**src/rtl/queue_enq_arbiter_pkg.sv**
```systemverilog
// Shared types and helpers for the queue enqueue arbiter slice.
// The FSM state enum and index-width helper live here so the top and the picker agree.
package queue_arb_pkg;

  typedef enum logic [0:0] {
    ARB_IDLE  = 1'b0,
    ARB_BURST = 1'b1
  } arb_state_t;

  // Index width for n items, never narrower than one bit.
  function automatic int idx_w(input int n);
    if (n <= 2) begin
      return 1;
    end else begin
      return $clog2(n);
    end
  endfunction

endpackage

```
**src/rtl/queue_enq_arbiter_if.sv**
```systemverilog
// Producer/queue handshake bundle for queue_enq_arbiter.
// master = producers plus queue status, slave = the arbiter.
interface queue_enq_arbiter_if
  import queue_arb_pkg::*;
#(
  parameter int WIDTH = 8,
  parameter int N_REQ = 4
) ();

  localparam int GW = idx_w(N_REQ);

  logic [N_REQ-1:0]       req_valid;
  logic [N_REQ*WIDTH-1:0] req_data;
  logic [N_REQ-1:0]       req_last;
  logic [N_REQ-1:0]       req_ready;
  logic                   q_full;
  logic                   q_enqueue;
  logic [WIDTH-1:0]       q_data;
  logic [GW-1:0]          grant_id;
  logic                   busy;

  modport master (
    output req_valid, req_data, req_last, q_full,
    input  req_ready, q_enqueue, q_data, grant_id, busy
  );

  modport slave (
    input  req_valid, req_data, req_last, q_full,
    output req_ready, q_enqueue, q_data, grant_id, busy
  );

endinterface

```
**src/rtl/queue_enq_arbiter_rr_pick.sv**
```systemverilog
// Combinational round-robin picker: first set request at or above ptr, wrapping.
// Works for non-power-of-2 N because the rotation wraps explicitly at N.
module rr_pick
  import queue_arb_pkg::*;
#(
  parameter int N  = 4,
  parameter int IW = idx_w(N)
) (
  input  logic [N-1:0]  req,
  input  logic [IW-1:0] ptr,
  output logic [IW-1:0] winner,
  output logic          any_valid
);

  function automatic logic [IW-1:0] rot_idx(input logic [IW-1:0] p, input int off);
    int s;
    s = int'(p) + off;
    if (s >= N) begin
      s = s - N;
    end else begin
      s = s;
    end
    return IW'(s);
  endfunction

  // Scan requests starting at ptr; the first hit wins.
  always_comb begin
    winner    = {IW{1'b0}};
    any_valid = 1'b0;
    for (int i = 0; i < N; i++) begin
      if (!any_valid && req[rot_idx(ptr, i)]) begin
        any_valid = 1'b1;
        winner    = rot_idx(ptr, i);
      end else begin
        any_valid = any_valid;
      end
    end
  end

endmodule

```
**src/rtl/queue_enq_arbiter.sv**
```systemverilog
// Round-robin burst arbiter sharing one queue enqueue port among N_REQ producers.
// One idle arbitration cycle precedes every burst; q_full stalls the burst in place.
module queue_enq_arbiter
  import queue_arb_pkg::*;
#(
  parameter int WIDTH     = 8,
  parameter int N_REQ     = 4,
  parameter int MAX_BURST = 4
) (
  input  logic                clk,
  input  logic                rst,
  queue_enq_arbiter_if.slave  bus
);

  localparam int GW = idx_w(N_REQ);
  localparam int CW = $clog2(MAX_BURST + 1);

  arb_state_t    state_r;
  logic [GW-1:0] rr_ptr_r;
  logic [GW-1:0] grant_id_r;
  logic [CW-1:0] beat_cnt_r;
  logic          busy_r;

  logic [GW-1:0] winner_s;
  logic          any_valid_s;
  logic          burst_s;
  logic          open_s;
  logic          xfer_s;
  logic          end_s;

  rr_pick #(.N(N_REQ), .IW(GW)) u_rr_pick (
    .req       (bus.req_valid),
    .ptr       (rr_ptr_r),
    .winner    (winner_s),
    .any_valid (any_valid_s)
  );

  // Handshake decode; rst gates ready/enqueue so nothing is accepted in a reset cycle.
  always_comb begin
    burst_s       = (state_r == ARB_BURST);
    open_s        = burst_s && !bus.q_full && !rst;
    xfer_s        = open_s && bus.req_valid[grant_id_r];
    end_s         = xfer_s && (bus.req_last[grant_id_r] ||
                               (beat_cnt_r + CW'(1) == CW'(MAX_BURST)));
    bus.req_ready = {N_REQ{1'b0}};
    if (open_s) begin
      bus.req_ready[grant_id_r] = 1'b1;
    end else begin
      bus.req_ready = {N_REQ{1'b0}};
    end
    bus.q_enqueue = xfer_s;
    if (burst_s) begin
      bus.q_data = bus.req_data[grant_id_r*WIDTH +: WIDTH];
    end else begin
      bus.q_data = {WIDTH{1'b0}};
    end
  end

  assign bus.grant_id = grant_id_r;
  assign bus.busy     = busy_r;

  // Arbitration FSM, beat counter and round-robin pointer.
  always_ff @(posedge clk) begin
    if (rst) begin
      state_r    <= ARB_IDLE;
      rr_ptr_r   <= {GW{1'b0}};
      grant_id_r <= {GW{1'b0}};
      beat_cnt_r <= {CW{1'b0}};
      busy_r     <= 1'b0;
    end else begin
      case (state_r)
        ARB_IDLE: begin
          if (any_valid_s) begin
            grant_id_r <= winner_s;
            beat_cnt_r <= {CW{1'b0}};
            state_r    <= ARB_BURST;
            busy_r     <= 1'b1;
          end else begin
            busy_r     <= 1'b0;
          end
        end
        ARB_BURST: begin
          if (xfer_s) begin
            beat_cnt_r <= beat_cnt_r + CW'(1);
          end else begin
            beat_cnt_r <= beat_cnt_r;
          end
          if (end_s) begin
            state_r  <= ARB_IDLE;
            busy_r   <= 1'b0;
            rr_ptr_r <= (grant_id_r == GW'(N_REQ - 1)) ? {GW{1'b0}} : grant_id_r + GW'(1);
          end else begin
            busy_r   <= 1'b1;
          end
        end
        default: begin
          state_r <= ARB_IDLE;
          busy_r  <= 1'b0;
        end
      endcase
    end
  end

endmodule

```
**src/flat_wrapper.sv**
```systemverilog
// flat-port wrapper written by rule: the top's interface ports become plain ports
module queue_enq_arbiter_flat import queue_arb_pkg::*;
#(
  parameter int WIDTH     = 8,
  parameter int N_REQ     = 4,
  parameter int MAX_BURST = 4
)
  (clk, rst, bus_req_valid, bus_req_data, bus_req_last, bus_q_full, bus_req_ready, bus_q_enqueue, bus_q_data, bus_grant_id, bus_busy);
  queue_enq_arbiter_if #(.WIDTH(WIDTH), .N_REQ(N_REQ)) bus_i ();
  input  logic clk;
  input  logic rst;
  input wire logic [$bits(bus_i.req_valid)-1:0] bus_req_valid;
  input wire logic [$bits(bus_i.req_data)-1:0] bus_req_data;
  input wire logic [$bits(bus_i.req_last)-1:0] bus_req_last;
  input wire logic [$bits(bus_i.q_full)-1:0] bus_q_full;
  output wire logic [$bits(bus_i.req_ready)-1:0] bus_req_ready;
  output wire logic [$bits(bus_i.q_enqueue)-1:0] bus_q_enqueue;
  output wire logic [$bits(bus_i.q_data)-1:0] bus_q_data;
  output wire logic [$bits(bus_i.grant_id)-1:0] bus_grant_id;
  output wire logic [$bits(bus_i.busy)-1:0] bus_busy;
  assign bus_i.req_valid = bus_req_valid;
  assign bus_i.req_data = bus_req_data;
  assign bus_i.req_last = bus_req_last;
  assign bus_i.q_full = bus_q_full;
  assign bus_req_ready = bus_i.req_ready;
  assign bus_q_enqueue = bus_i.q_enqueue;
  assign bus_q_data = bus_i.q_data;
  assign bus_grant_id = bus_i.grant_id;
  assign bus_busy = bus_i.busy;
  queue_enq_arbiter #(.WIDTH(WIDTH), .N_REQ(N_REQ), .MAX_BURST(MAX_BURST)) u_core (.clk(clk), .rst(rst), .bus(bus_i));
endmodule
```
**config.mk**
```make
export PLATFORM = sky130hd
export DESIGN_NAME = queue_enq_arbiter_flat
export DESIGN_NICKNAME = d
export VERILOG_FILES = /design/src/rtl/queue_enq_arbiter_pkg.sv /design/src/rtl/queue_enq_arbiter_if.sv /design/src/rtl/queue_enq_arbiter_rr_pick.sv /design/src/rtl/queue_enq_arbiter.sv /design/src/flat_wrapper.sv
export SDC_FILE = /design/constraint.sdc
export NUM_CORES = 1
export LEC_CHECK = 0
export CAP_MARGIN = 0
export CORE_MARGIN = 4
export CORE_UTILIZATION = 35
export DETAILED_ROUTE_END_ITERATION = 8
export PLACE_DENSITY = 0.81
export SYNTH_ARGS = -nofsm -noshare
export SYNTH_HDL_FRONTEND = slang
export SYNTH_SLANG_ARGS = --single-unit
```
**constraint.sdc**
```tcl
create_clock -name clk -period 4.8 [get_ports clk]
set_input_delay 0.72 -clock clk [delete_from_list [all_inputs] [get_ports clk]]
set_output_delay 0.72 -clock clk [all_outputs]
set_load 0.05 [all_outputs]
```
==> results.yml <==
placement:
  placed_cells: 169
  place_ws_ns: 1.313
  io_buffers: 58
  gp_congestion: 0.8344
  dpl.hpwl_um: 2172
worst_setup_path:
  rr_worst_depth: 4
  cp.arrival_ns: 2.78
  endpoint: "bus_q_enqueue"
  cp-end-kind: "output port"
  startpoint: "rst"
  r2r_setup_slack_ns: 2.65
  path_class: "input port to output port"
  cp-start-kind: "input port"
  r2r-start: "u_core.bus.grant_id[0]"
  crit_required_ns: 4.08
  r2r-end: "u_core.burst_s"
  critPathMaxFanout: 9
final_layout:
  syn_to_final_growth_pct: 72.80
  multiInputGateArea_um2: 629.4
  layout-drive-gt1-share_pct: 8.333
  finish.utilization_pct: 64.15
  ff_latch_area_um2: 160.2
  n_fill_cell: 189
  final_nets: 195
  antennaDiodeCount: 0
  fin_cells: 172
drt:
  drc_errors: 0
  drt_first_pass_iters: 4
  wl_per_cell_um: 15.12
  drtIter0Drc: 31
  via_per_inst: 5.273
  wl_um: 2600
  ant_nets: 0
  via_count: 907
cts:
  cts-buffers-inserted: 3
  insertion_delay_ns: 0.26
  post_cts_resized: 0
  root_buffer: "clkbuf_4"
  htree_levels: 1
  clk_pin_slew_worst_paths_ns: 0.05
  hold_buffers: 0
  cts_tree: "yes"
  cts.sink_count: 8
  post-cts-setup-buffer-count: 0
  cts_buffer_depth: 2
global_route:
  grt_max_degree: 18
  grt_pass1_vias: 850
  grt_usage_pct: 15.67
  antenna_found_initial: 0
  overflow: 0
  grt_pass1_wl_um: 3988
sta:
  timing.fmax_mhz: 285.4
  slew_headroom_pct: 48.95
  setup_violations: 0
  worst_pin_slew_ns: 0.7647
  rsz0062_at_grt: "no"
  period_share_pct: 72.99
  fin_skew_ns: 0.01087
  fin_crit_ns: 3.504
  fin_tns_setup_ns: 0
  final_max_slew_viol_count: 0
  finalHoldViolCount: 0
  fin_ws_ns: 1.296
die:
  die_w_um: 56.91
  rows: 17
  initial_core_util_pct: 37.13
  io_pins: 59
  die_area_um2: 3238
  die_h_um: 56.91
  core_um2: 2255
min_path:
  hp-class: "flop to flop"
synthesis:
  yosys.area.top_type: "dfxtp_1"
  yosys-top-cells-count: "a21oi_1, and2_1, dfxtp_1"
  synthDistinctLibCells: 28
  async_flop_share_pct: 0
  ys_top_cells_by_area: "dfxtp_1, mux4_2, mux4_1"
  synth-seq-cells: 8
  seq_area_frac_synth_pct: 19.13
  ys_warn_count: 0
  synth_top_area_share_pct: 19.13
  syn_area_um2: 837.1
  syn_area_per_cell_um2: 9.621
  synthCells: 87
  synth-edff-count: 0
  synth_fp_nets: 136
  synth_ff_type: "dfxtp_1"
status:
  status: "finished clean"
flow_run:
  maxCapViolCount: 0
power_and_ir_drop:
  vdd_drop_max_uv: 124.0
  p_leak_uw: 0.0005680
  total_power_uw: 239.4
  power_density_nw_per_um2: 165.5
==> sequential cells by signal (all words and copies together) (netlist names) <==
register	cells
u_core.burst_s	1
u_core.bus.grant_id	2
u_core.rr_ptr_r	2
u_core.beat_cnt_r	3
==> report_power, final <==
part	internal, uW	leakage, uW	switching (uW)
clock	28.7	0.0000138	23.7
sequential	68.5	0.0000651	7.64
combinational	62.8	0.000489	48.1
==> area by class of cell <==
class | instances | share of cell area, %
Multi-Input combinational cell | 70 | 43.51
Timing Repair Buffer | 58 | 40.14
Sequential cell | 8 | 11.07
Tap cell | 28 | 2.422
Clock buffer | 3 | 1.557
Inverter | 5 | 1.298
==> logic make-up after synthesis <==
family / after synthesis / share of synthesized area [%]
mux: 10 / 28.25
compound gates: 18 / 13.01
xor+xnor: 1 / 1.047
flops: 8 / 19.13
fa+ha+maj: 6 / 8.968
simple gates: 35 / 23.92
buf+inv: 9 / 5.681
==> per-layer routing <==
| metal | GRT usage, % | up-vias | wire length [um] |
|---|---|---|---|
| met5 | 0 | - | 0 |
| met4 | 1.987 | 0 | 14 |
| met3 | 7.356 | 2 | 300 |
| met2 | 26.26 | 50 | 1187 |
| met1 | 18.80 | 412 | 1097 |
| li1 | - | 443 | - |
==> through the flow <==
| step | hold WS, ns | cell area (um^2) |
|---|---|---|
| after floorplan | 0.4710 | 837.1 |
| after CTS | 0.5221 | 1446 |
| after global routing | 0.5602 | 1446 |
| after global placement | 0.5102 | 1424 |
| final | 0.5184 | 1446 |
| after detailed placement | 0.5116 | 1424 |
==> worst max-delay path: stages <==
cell	delay, ns
clkdlybuf4s50_1	0.56
nor2_1	0.29
nand3_2	0.19
inv_1	0.20
clkdlybuf4s50_1	0.83
==> placed cells by master, fill, tap and decap left out, types with 4 or more instances in the layout <==
| cell type | count |
|---|---|
| dfxtp_1 | 8 |
| a21oi_1 | 8 |
| o21ai_0 | 4 |
| nand2_1 | 5 |
| inv_1 | 5 |
| nor2_1 | 4 |
| nor2b_1 | 5 |
| clkdlybuf4s50_1 | 58 |
| ha_1 | 6 |
| and3_1 | 4 |
| mux4_2 | 7 |
| and2_1 | 8 |
==> worst min-delay path by stage <==
stage | from | endpoint | slack (ns) | depth (start not counted)
2_1_floorplan | u_core.beat_cnt_r[0] | u_core.beat_cnt_r[0] | 0.47 | 2
3_3_place_gp | u_core.beat_cnt_r[0] | u_core.beat_cnt_r[0] | 0.51 | 2
3_5_place_dp | u_core.beat_cnt_r[2] | u_core.beat_cnt_r[2] | 0.51 | 2
4_1_cts | u_core.beat_cnt_r[2] | u_core.beat_cnt_r[2] | 0.52 | 2
5_1_grt | u_core.beat_cnt_r[1] | u_core.beat_cnt_r[1] | 0.56 | 2
6_report | u_core.beat_cnt_r[2] | u_core.beat_cnt_r[2] | 0.52 | 2
Note: power is estimated with default switching activity, not from simulation.
